[config.mk]
export PLATFORM = sky130hd
export DESIGN_NAME = stall_mgmt_ctrl_flat
export DESIGN_NICKNAME = d
export VERILOG_FILES = /design/src/rtl/stall_mgmt_ctrl_if.sv /design/src/rtl/stall_mgmt_ctrl.sv /design/src/flat_wrapper.sv
export SDC_FILE = /design/constraint.sdc
export NUM_CORES = 1
export LEC_CHECK = 0
export CAP_MARGIN = 25
export CORE_UTILIZATION = 46
export CTS_CLUSTER_SIZE = 12
export DETAILED_ROUTE_END_ITERATION = 16
export MAX_ROUTING_LAYER = met4
export PLACE_DENSITY = 0.79
export RECOVER_POWER = 50
export SYNTH_ARGS = -nofsm -noshare
export SYNTH_HDL_FRONTEND = slang
export SYNTH_SLANG_ARGS = --single-unit
[constraint.sdc]
create_clock -name clk -period 2 [get_ports clk]
set_input_delay 0.4 -clock clk [delete_from_list [all_inputs] [get_ports clk]]
set_output_delay 0.4 -clock clk [all_outputs]
set_load 0.02 [all_outputs]
[src/rtl/stall_mgmt_ctrl_if.sv]
// stall_mgmt_ctrl_if: upstream valid/ready pair, downstream stall request and
// the producer-side signals of the single-overflow buffer slot.
// master = controller side, slave = environment (source, sink, buffer).
interface stall_mgmt_ctrl_if #(
    parameter int DATA_W = 32
);
    logic              in_valid;
    logic [DATA_W-1:0] in_data;
    logic              in_ready;
    logic              stall_req;
    logic              buf_overflow;
    logic [DATA_W-1:0] buf_inputs;
    logic              buf_stall;
    logic              buf_valid;

    modport master (
        input  in_valid, in_data, stall_req, buf_overflow,
        output in_ready, buf_inputs, buf_stall, buf_valid
    );

    modport slave (
        output in_valid, in_data, stall_req, buf_overflow,
        input  in_ready, buf_inputs, buf_stall, buf_valid
    );
endinterface

[src/rtl/stall_mgmt_ctrl.sv]
// stall_mgmt_ctrl: producer-side controller for a single-overflow buffer slot.
// Turns a downstream stall request into a legal stall/drain sequence so that
// no word is ever overwritten in, or dropped by, the overflow slot. Includes a
// stall watchdog and a cross-check of the slot's overflow indicator.
// Optional feature macro: STALL_MGMT_STATS_EN enables the issued_cnt and
// stall_cycles statistics counters; when undefined both read as zero.
module stall_mgmt_ctrl #(
    parameter int                DATA_W    = 32,
    parameter logic [DATA_W-1:0] IDLE_WORD = 32'h0,
    parameter int                MAX_STALL = 64,
    parameter int                CNT_W     = 16
) (
    input  logic              clk,
    input  logic              reset_n,
    stall_mgmt_ctrl_if.master bus,
    output logic              stall_timeout,
    output logic              proto_err,
    output logic [CNT_W-1:0]  issued_cnt,
    output logic [CNT_W-1:0]  stall_cycles
);

    typedef enum logic [1:0] {
        PASS       = 2'd0,
        STALL_OPEN = 2'd1,
        STALL_FULL = 2'd2,
        DRAIN      = 2'd3
    } state_t;

    // stall_cnt never exceeds MAX_STALL-1: the watchdog releases at that value
    localparam int              SC_W    = $clog2(MAX_STALL);
    localparam logic [SC_W-1:0] WD_LAST = SC_W'(MAX_STALL - 1);

    state_t            state_r;
    state_t            state_nxt_s;
    logic [DATA_W-1:0] buf_inputs_r;
    logic [DATA_W-1:0] buf_inputs_nxt_s;
    logic [DATA_W-1:0] parked_r;
    logic [DATA_W-1:0] parked_nxt_s;
    logic              buf_stall_r;
    logic              buf_stall_nxt_s;
    logic              buf_valid_r;
    logic              buf_valid_nxt_s;
    logic [SC_W-1:0]   stall_cnt_r;
    logic              stall_timeout_r;
    logic              proto_err_r;
    logic              wd_hit_s;
    logic              rel_s;
    logic              in_ready_s;
    logic              acc_s;
    logic              proto_bad_s;

    assign wd_hit_s    = buf_stall_r & (stall_cnt_r == WD_LAST);
    assign rel_s       = ~bus.stall_req | wd_hit_s;
    // STALL_OPEN may still take the one word the slot can hold, unless releasing
    assign in_ready_s  = (state_r == PASS) | ((state_r == STALL_OPEN) & ~rel_s);
    assign acc_s       = bus.in_valid & in_ready_s;
    // After DRAIN the slot must be empty; in DRAIN it must still hold a word
    assign proto_bad_s = ((state_r == PASS) & bus.buf_overflow) |
                         ((state_r == DRAIN) & ~bus.buf_overflow);

    // State register together with the registered buffer-facing outputs
    always_ff @(posedge clk or negedge reset_n) begin
        if (!reset_n) begin
            state_r      <= PASS;
            buf_stall_r  <= 1'b0;
            buf_inputs_r <= IDLE_WORD;
            buf_valid_r  <= 1'b0;
            parked_r     <= IDLE_WORD;
        end else begin
            state_r      <= state_nxt_s;
            buf_stall_r  <= buf_stall_nxt_s;
            buf_inputs_r <= buf_inputs_nxt_s;
            buf_valid_r  <= buf_valid_nxt_s;
            parked_r     <= parked_nxt_s;
        end
    end

    // Next-state decode
    always_comb begin
        state_nxt_s = state_r;
        case (state_r)
            PASS: begin
                if (bus.stall_req) begin
                    if (acc_s) begin
                        state_nxt_s = STALL_FULL;
                    end else begin
                        state_nxt_s = STALL_OPEN;
                    end
                end else begin
                    state_nxt_s = PASS;
                end
            end
            STALL_OPEN: begin
                if (rel_s) begin
                    state_nxt_s = DRAIN;
                end else if (acc_s) begin
                    state_nxt_s = STALL_FULL;
                end else begin
                    state_nxt_s = STALL_OPEN;
                end
            end
            STALL_FULL: begin
                if (rel_s) begin
                    state_nxt_s = DRAIN;
                end else begin
                    state_nxt_s = STALL_FULL;
                end
            end
            DRAIN:   state_nxt_s = PASS;
            default: state_nxt_s = PASS;
        endcase
    end

    // Next values of the buffer-facing outputs and the parked word
    always_comb begin
        buf_stall_nxt_s  = 1'b0;
        buf_inputs_nxt_s = IDLE_WORD;
        buf_valid_nxt_s  = 1'b0;
        parked_nxt_s     = parked_r;
        case (state_r)
            PASS: begin
                buf_stall_nxt_s = bus.stall_req;
                if (acc_s) begin
                    buf_inputs_nxt_s = bus.in_data;
                    buf_valid_nxt_s  = 1'b1;
                    if (bus.stall_req) begin
                        parked_nxt_s = bus.in_data;
                    end else begin
                        parked_nxt_s = parked_r;
                    end
                end else begin
                    buf_inputs_nxt_s = IDLE_WORD;
                    buf_valid_nxt_s  = 1'b0;
                end
            end
            STALL_OPEN: begin
                if (rel_s) begin
                    buf_stall_nxt_s = 1'b0;
                end else if (acc_s) begin
                    buf_stall_nxt_s  = 1'b1;
                    buf_inputs_nxt_s = bus.in_data;
                    buf_valid_nxt_s  = 1'b1;
                    parked_nxt_s     = bus.in_data;
                end else begin
                    buf_stall_nxt_s = 1'b1;
                end
            end
            STALL_FULL: begin
                // Rewriting the parked word keeps the slot content unchanged
                buf_inputs_nxt_s = parked_r;
                buf_stall_nxt_s  = ~rel_s;
            end
            DRAIN: begin
                buf_stall_nxt_s = 1'b0;
            end
            default: begin
                buf_stall_nxt_s = 1'b0;
            end
        endcase
    end

    // Watchdog: length of the current stall run, cleared whenever unstalled
    always_ff @(posedge clk or negedge reset_n) begin
        if (!reset_n) begin
            stall_cnt_r <= {SC_W{1'b0}};
        end else if (buf_stall_r) begin
            stall_cnt_r <= stall_cnt_r + SC_W'(1);
        end else begin
            stall_cnt_r <= {SC_W{1'b0}};
        end
    end

    // Sticky watchdog and protocol flags, cleared only by reset
    always_ff @(posedge clk or negedge reset_n) begin
        if (!reset_n) begin
            stall_timeout_r <= 1'b0;
            proto_err_r     <= 1'b0;
        end else begin
            stall_timeout_r <= stall_timeout_r | wd_hit_s;
            proto_err_r     <= proto_err_r | proto_bad_s;
        end
    end

`ifdef STALL_MGMT_STATS_EN
    logic [CNT_W-1:0] issued_cnt_r;
    logic [CNT_W-1:0] stall_cycles_r;

    // Statistics: accepted words and stalled cycles, both wrapping
    always_ff @(posedge clk or negedge reset_n) begin
        if (!reset_n) begin
            issued_cnt_r   <= {CNT_W{1'b0}};
            stall_cycles_r <= {CNT_W{1'b0}};
        end else begin
            if (acc_s) begin
                issued_cnt_r <= issued_cnt_r + CNT_W'(1);
            end
            if (buf_stall_r) begin
                stall_cycles_r <= stall_cycles_r + CNT_W'(1);
            end
        end
    end

    assign issued_cnt   = issued_cnt_r;
    assign stall_cycles = stall_cycles_r;
`else
    assign issued_cnt   = {CNT_W{1'b0}};
    assign stall_cycles = {CNT_W{1'b0}};
`endif

    assign bus.in_ready   = in_ready_s;
    assign bus.buf_inputs = buf_inputs_r;
    assign bus.buf_stall  = buf_stall_r;
    assign bus.buf_valid  = buf_valid_r;
    assign stall_timeout  = stall_timeout_r;
    assign proto_err      = proto_err_r;

endmodule

[src/flat_wrapper.sv]
// flat-port wrapper written by rule: the top's interface ports become plain ports
module stall_mgmt_ctrl_flat 
#(
    parameter int                DATA_W    = 32,
    parameter logic [DATA_W-1:0] IDLE_WORD = 32'h0,
    parameter int                MAX_STALL = 64,
    parameter int                CNT_W     = 16
)
  (clk, reset_n, stall_timeout, proto_err, issued_cnt, stall_cycles, bus_in_valid, bus_in_data, bus_stall_req, bus_buf_overflow, bus_in_ready, bus_buf_inputs, bus_buf_stall, bus_buf_valid);
  stall_mgmt_ctrl_if #(.DATA_W(DATA_W)) bus_i ();
  input  logic clk;
  input  logic reset_n;
  output logic stall_timeout;
  output logic proto_err;
  output logic [CNT_W-1:0] issued_cnt;
  output logic [CNT_W-1:0] stall_cycles;
  input wire logic [$bits(bus_i.in_valid)-1:0] bus_in_valid;
  input wire logic [$bits(bus_i.in_data)-1:0] bus_in_data;
  input wire logic [$bits(bus_i.stall_req)-1:0] bus_stall_req;
  input wire logic [$bits(bus_i.buf_overflow)-1:0] bus_buf_overflow;
  output wire logic [$bits(bus_i.in_ready)-1:0] bus_in_ready;
  output wire logic [$bits(bus_i.buf_inputs)-1:0] bus_buf_inputs;
  output wire logic [$bits(bus_i.buf_stall)-1:0] bus_buf_stall;
  output wire logic [$bits(bus_i.buf_valid)-1:0] bus_buf_valid;
  assign bus_i.in_valid = bus_in_valid;
  assign bus_i.in_data = bus_in_data;
  assign bus_i.stall_req = bus_stall_req;
  assign bus_i.buf_overflow = bus_buf_overflow;
  assign bus_in_ready = bus_i.in_ready;
  assign bus_buf_inputs = bus_i.buf_inputs;
  assign bus_buf_stall = bus_i.buf_stall;
  assign bus_buf_valid = bus_i.buf_valid;
  stall_mgmt_ctrl #(.DATA_W(DATA_W), .IDLE_WORD(IDLE_WORD), .MAX_STALL(MAX_STALL), .CNT_W(CNT_W)) u_core (.clk(clk), .reset_n(reset_n), .bus(bus_i), .stall_timeout(stall_timeout), .proto_err(proto_err), .issued_cnt(issued_cnt), .stall_cycles(stall_cycles));
endmodule
==> insert_results.sql <==
INSERT INTO impl_metrics (metric_group, metric, value, unit) VALUES
('placement', 'place_congestion', '0.936', ''),
('worst_setup_path', 'r2r.worst_path.cells', '6', ''),
('logic_synthesis', 'synthesis.area', '3350', 'sq um'),
('worst_setup_path', 'worstPathRequired', '2.21', 'ns'),
('logic_synthesis', 'post_synth.cell_area_avg', '14.4', 'sq um'),
('worst_setup_path', 'worst-r2r-setup-slack', '0.08', 'ns'),
('clock_network', 'cts.sink_count', '76', ''),
('placement', 'dp_hpwl', '4180', 'um'),
('hold_path', 'worst_hold_path.endpoint', 'u_core.stall_cnt_r[0]$_DFF_PN0_', ''),
('clock_network', 'cts_buffer_count', '9', ''),
('clock_network', 'clkTransAtPathRegs', '0.07', 'ns'),
('sta', 'whs', '0.459', 'ns'),
('logic_synthesis', 'yosysSeqAreaShare', '56.8', '%'),
('hold_path', 'holdCritStartpoint', 'u_core.stall_cnt_r[0]$_DFF_PN0_', ''),
('logic_synthesis', 'postSynth.topFlopCell', 'sky130_fd_sc_hd__dfrtp_1', ''),
('power_and_ir_drop', 'ir_drop', '0.525', 'mV'),
('grt', 'gr-usage-all-layers', '17.7', '%'),
('worst_setup_path', 'timing.critical_path.slowest_stage_cell', 'sky130_fd_sc_hd__dfrtp_1', ''),
('sta', 'least_margin_pin_slew', '0.678', 'ns'),
('worst_setup_path', 'path_cells', 'ha_1 > and3_4 > buf_4 > a211o_4 > buf_12 > mux2_4', ''),
('power_and_ir_drop', 'p_total', '6.54', 'mW'),
('drt', 'routed-via-count', '2052', ''),
('logic_synthesis', 'yosys_register_bits', '76', ''),
('worst_setup_path', 'setup.worst_path.end_class', 'flop', ''),
('grt', 'grt_max_degree', '50', ''),
('worst_setup_path', 'criticalPathCategory', 'flop to flop', ''),
('sta', 'fin_crit_sh', '96.0', '%'),
('worst_setup_path', 'cp_top_family', 'flip-flops', ''),
('placement', 'placement.setup.worst_slack', '-0.146', 'ns'),
('sta', 'achievable-frequency', '0.521', 'GHz'),
('worst_setup_path', 'cp-start-kind', 'flop', ''),
('drt', 'drt_wl_total', '6080', 'um'),
('layout', 'drive_gt1_share', '22.8', '%'),
('drt', 'detail_route.wl_per_cell', '14.3', 'um'),
('logic_synthesis', 'synth_enable_flop_cells', '0', ''),
('power_and_ir_drop', 'powerDensity', '1490', 'nW/um^2'),
('hold_path', 'hold_path.class', 'flop to flop', ''),
('grt', 'grt_antenna_before_repair', '0', ''),
('clock_network', 'postCtsSetupBuffers', '0', ''),
('sta', 'report.final.slew_viol_count', '0', ''),
('sta', 'skew', '0.0121', 'ns'),
('drt', 'vias_per_cell', '4.83', ''),
('layout', 'nets', '367', ''),
('clock_network', 'clock_tree.root_cell', 'sky130_fd_sc_hd__clkbuf_8', ''),
('floorplanning', 'fp.coreArea', '6910', 'sq um'),
('floorplanning', 'io_pins', '106', ''),
('layout', 'stdcell_area', '4380', 'sq um'),
('power_and_ir_drop', 'leakage', '2.11', 'nW'),
('sta', 'finalWorstPathRequiredPeriod', '1.92', 'ns'),
('run', 'cap_violations', '0', ''),
('floorplanning', 'die_width', '87.3', 'um'),
('sta', 'grt_setup_unrepaired', 'no', ''),
('worst_setup_path', 'cp_num_buf_inv', '2', ''),
('sta', 'hold_viol_final', '0', ''),
('worst_setup_path', 'worst-endpoint-arrival', '2.13', 'ns'),
('floorplanning', 'floorplan.initialDensity', '48.5', '%'),
('clock_network', 'cts_tree', 'yes', ''),
('placement', 'instance_area_after_placement', '4180', 'sq um'),
('clock_network', 'clock_insertion_delay_worst_skew', '0.33', 'ns'),
('sta', 'worst_slack', '0.0793', 'ns'),
('layout', 'area_growth', '30.6', '%'),
('floorplanning', 'num_rows', '30', ''),
('logic_synthesis', 'synthCells', '232', ''),
('worst_setup_path', 'path_max_fanout', '16', ''),
('sta', 'setup-violations-final', '0', ''),
('clock_network', 'ctsLongestPathBuffers', '2', ''),
('status', 'run_status', 'completed', ''),
('worst_setup_path', 'end_of_the_worst_register_to_register_path', 'u_core.parked_r[7]$_DFFE_PN0P_', ''),
('placement', 'buffers_on_ports', '73', ''),
('floorplanning', 'dieArea', '7630', 'sq um'),
('clock_network', 'h-tree-depth', '3', '');
[cell usage after synthesis (2+ instances only)]
| master | count | area share (%) |
|---|---|---|
| sky130_fd_sc_hd__dfrtp_1 | 76 | 57 |
| sky130_fd_sc_hd__a22o_1 | 32 | 8.4 |
| sky130_fd_sc_hd__buf_4 | 32 | 7.2 |
| sky130_fd_sc_hd__mux2_4 | 30 | 13 |
| sky130_fd_sc_hd__buf_6 | 6 | 2.0 |
| sky130_fd_sc_hd__ha_1 | 6 | 2.2 |
| sky130_fd_sc_hd__and2_1 | 5 | 0.93 |
| sky130_fd_sc_hd__clkbuf_1 | 4 | 0.45 |
| sky130_fd_sc_hd__inv_1 | 4 | 0.45 |
| sky130_fd_sc_hd__nand2_1 | 4 | 0.45 |
| sky130_fd_sc_hd__o21ai_0 | 4 | 0.60 |
| sky130_fd_sc_hd__a21oi_1 | 3 | 0.45 |
| sky130_fd_sc_hd__nor2b_1 | 3 | 0.56 |
| sky130_fd_sc_hd__mux2_2 | 2 | 0.67 |
| sky130_fd_sc_hd__or3_1 | 2 | 0.37 |
| sky130_fd_sc_hd__xor2_1 | 2 | 0.52 |
[routing by layer]
layer / GRT usage (%) / wire length [um]
met1: 22.4 / 2700
met2: 28.1 / 3030
met3: 3.79 / 310
met4: 6.56 / 43
met5: - / 0
[placed cells by master, fill, tap and decap left out, types with 3 or more instances in the layout]
cell                              synthesis  layout
sky130_fd_sc_hd__a22o_1                  32      32
sky130_fd_sc_hd__clkdlybuf4s50_1          0      65
sky130_fd_sc_hd__dlygate4sd3_1            0       7
sky130_fd_sc_hd__inv_1                    4       3
sky130_fd_sc_hd__o21ai_0                  4       4
sky130_fd_sc_hd__mux2_4                  30      30
sky130_fd_sc_hd__dfrtp_1                 76      76
sky130_fd_sc_hd__buf_4                   32      12
sky130_fd_sc_hd__buf_12                   0       3
sky130_fd_sc_hd__nand2_1                  4       4
sky130_fd_sc_hd__and2_1                   5       3
sky130_fd_sc_hd__clkbuf_8                 0      10
sky130_fd_sc_hd__conb_1                   1      32
sky130_fd_sc_hd__ha_1                     6       5
[where the power goes]
group / switching (mW) / internal, mW / total (mW) / leakage [nW]
clock network: 0.542 / 0.487 / 1.03 / 0.0855
registers: 0.303 / 2.23 / 2.53 / 0.953
logic: 1.34 / 1.64 / 2.98 / 1.07
total: 2.19 / 4.35 / 6.54 / 2.11
[flip-flops by register name (all words and copies together) (netlist names)]
signal	cells
u_core.bus.buf_inputs	32
u_core.parked_r	32
u_core.stall_cnt_r	6
u_core.state_r	2
u_core.bus.buf_stall	1
u_core.bus.buf_valid	1
u_core.proto_err	1
u_core.stall_timeout	1
[final cells by class]
| class | count | area [sq um] |
|---|---|---|
| timing repair buffer | 92 | 906 |
| multi-input combinational | 141 | 1250 |
| inverter | 4 | 15.0 |
| tap | 96 | 120 |
| sequential | 76 | 1900 |
| fill | 547 | 2530 |
| clock inverter | 5 | 37.5 |
| clock buffer | 11 | 141 |
[cells by family after synthesis]
group | synth area share [%]
muxes | 14.1
other | 0.112
xor gates and xnor gates | 0.784
adders and majority gates | 2.24
buffers and inverters | 10.1
AOI/OAI and AO/OA | 11.8
and+or+nand+nor | 4.11
DFF | 56.8
[worst register-to-register path, stage by stage (launching register included)]
cell,delay [ns]
sky130_fd_sc_hd__dfrtp_1,0.40
sky130_fd_sc_hd__ha_1,0.22
sky130_fd_sc_hd__and3_4,0.19
sky130_fd_sc_hd__buf_4,0.15
sky130_fd_sc_hd__a211o_4,0.36
sky130_fd_sc_hd__buf_12,0.18
sky130_fd_sc_hd__mux2_4,0.31
[worst max path at each step]
stage	startpoint	endpoint	slack, ns	cells after the start
floorplan	u_core.state_r[0]$_DFF_PN0_	bus_in_ready	0.23	4
global placement	bus_stall_req	bus_in_ready	-0.11	4
detailed placement	bus_stall_req	bus_in_ready	-0.15	4
CTS	u_core.state_r[0]$_DFF_PN0_	bus_in_ready	-0.007	5
global route	u_core.stall_cnt_r[0]$_DFF_PN0_	u_core.parked_r[7]$_DFFE_PN0P_	0.02	6
finish	u_core.stall_cnt_r[0]$_DFF_PN0_	u_core.parked_r[7]$_DFFE_PN0P_	0.08	6
[repair_timing]
action / CTS / global route
gates cloned: 0 / 0
endpoints found under the setup margin: 12 / 1
resized for setup: 5 / 7
endpoints found under the hold margin: 27 / 0
pin swaps: 0 / 1
hold buffers: 1 / 0
No activity file was read; power rests on OpenSTA's default activity.
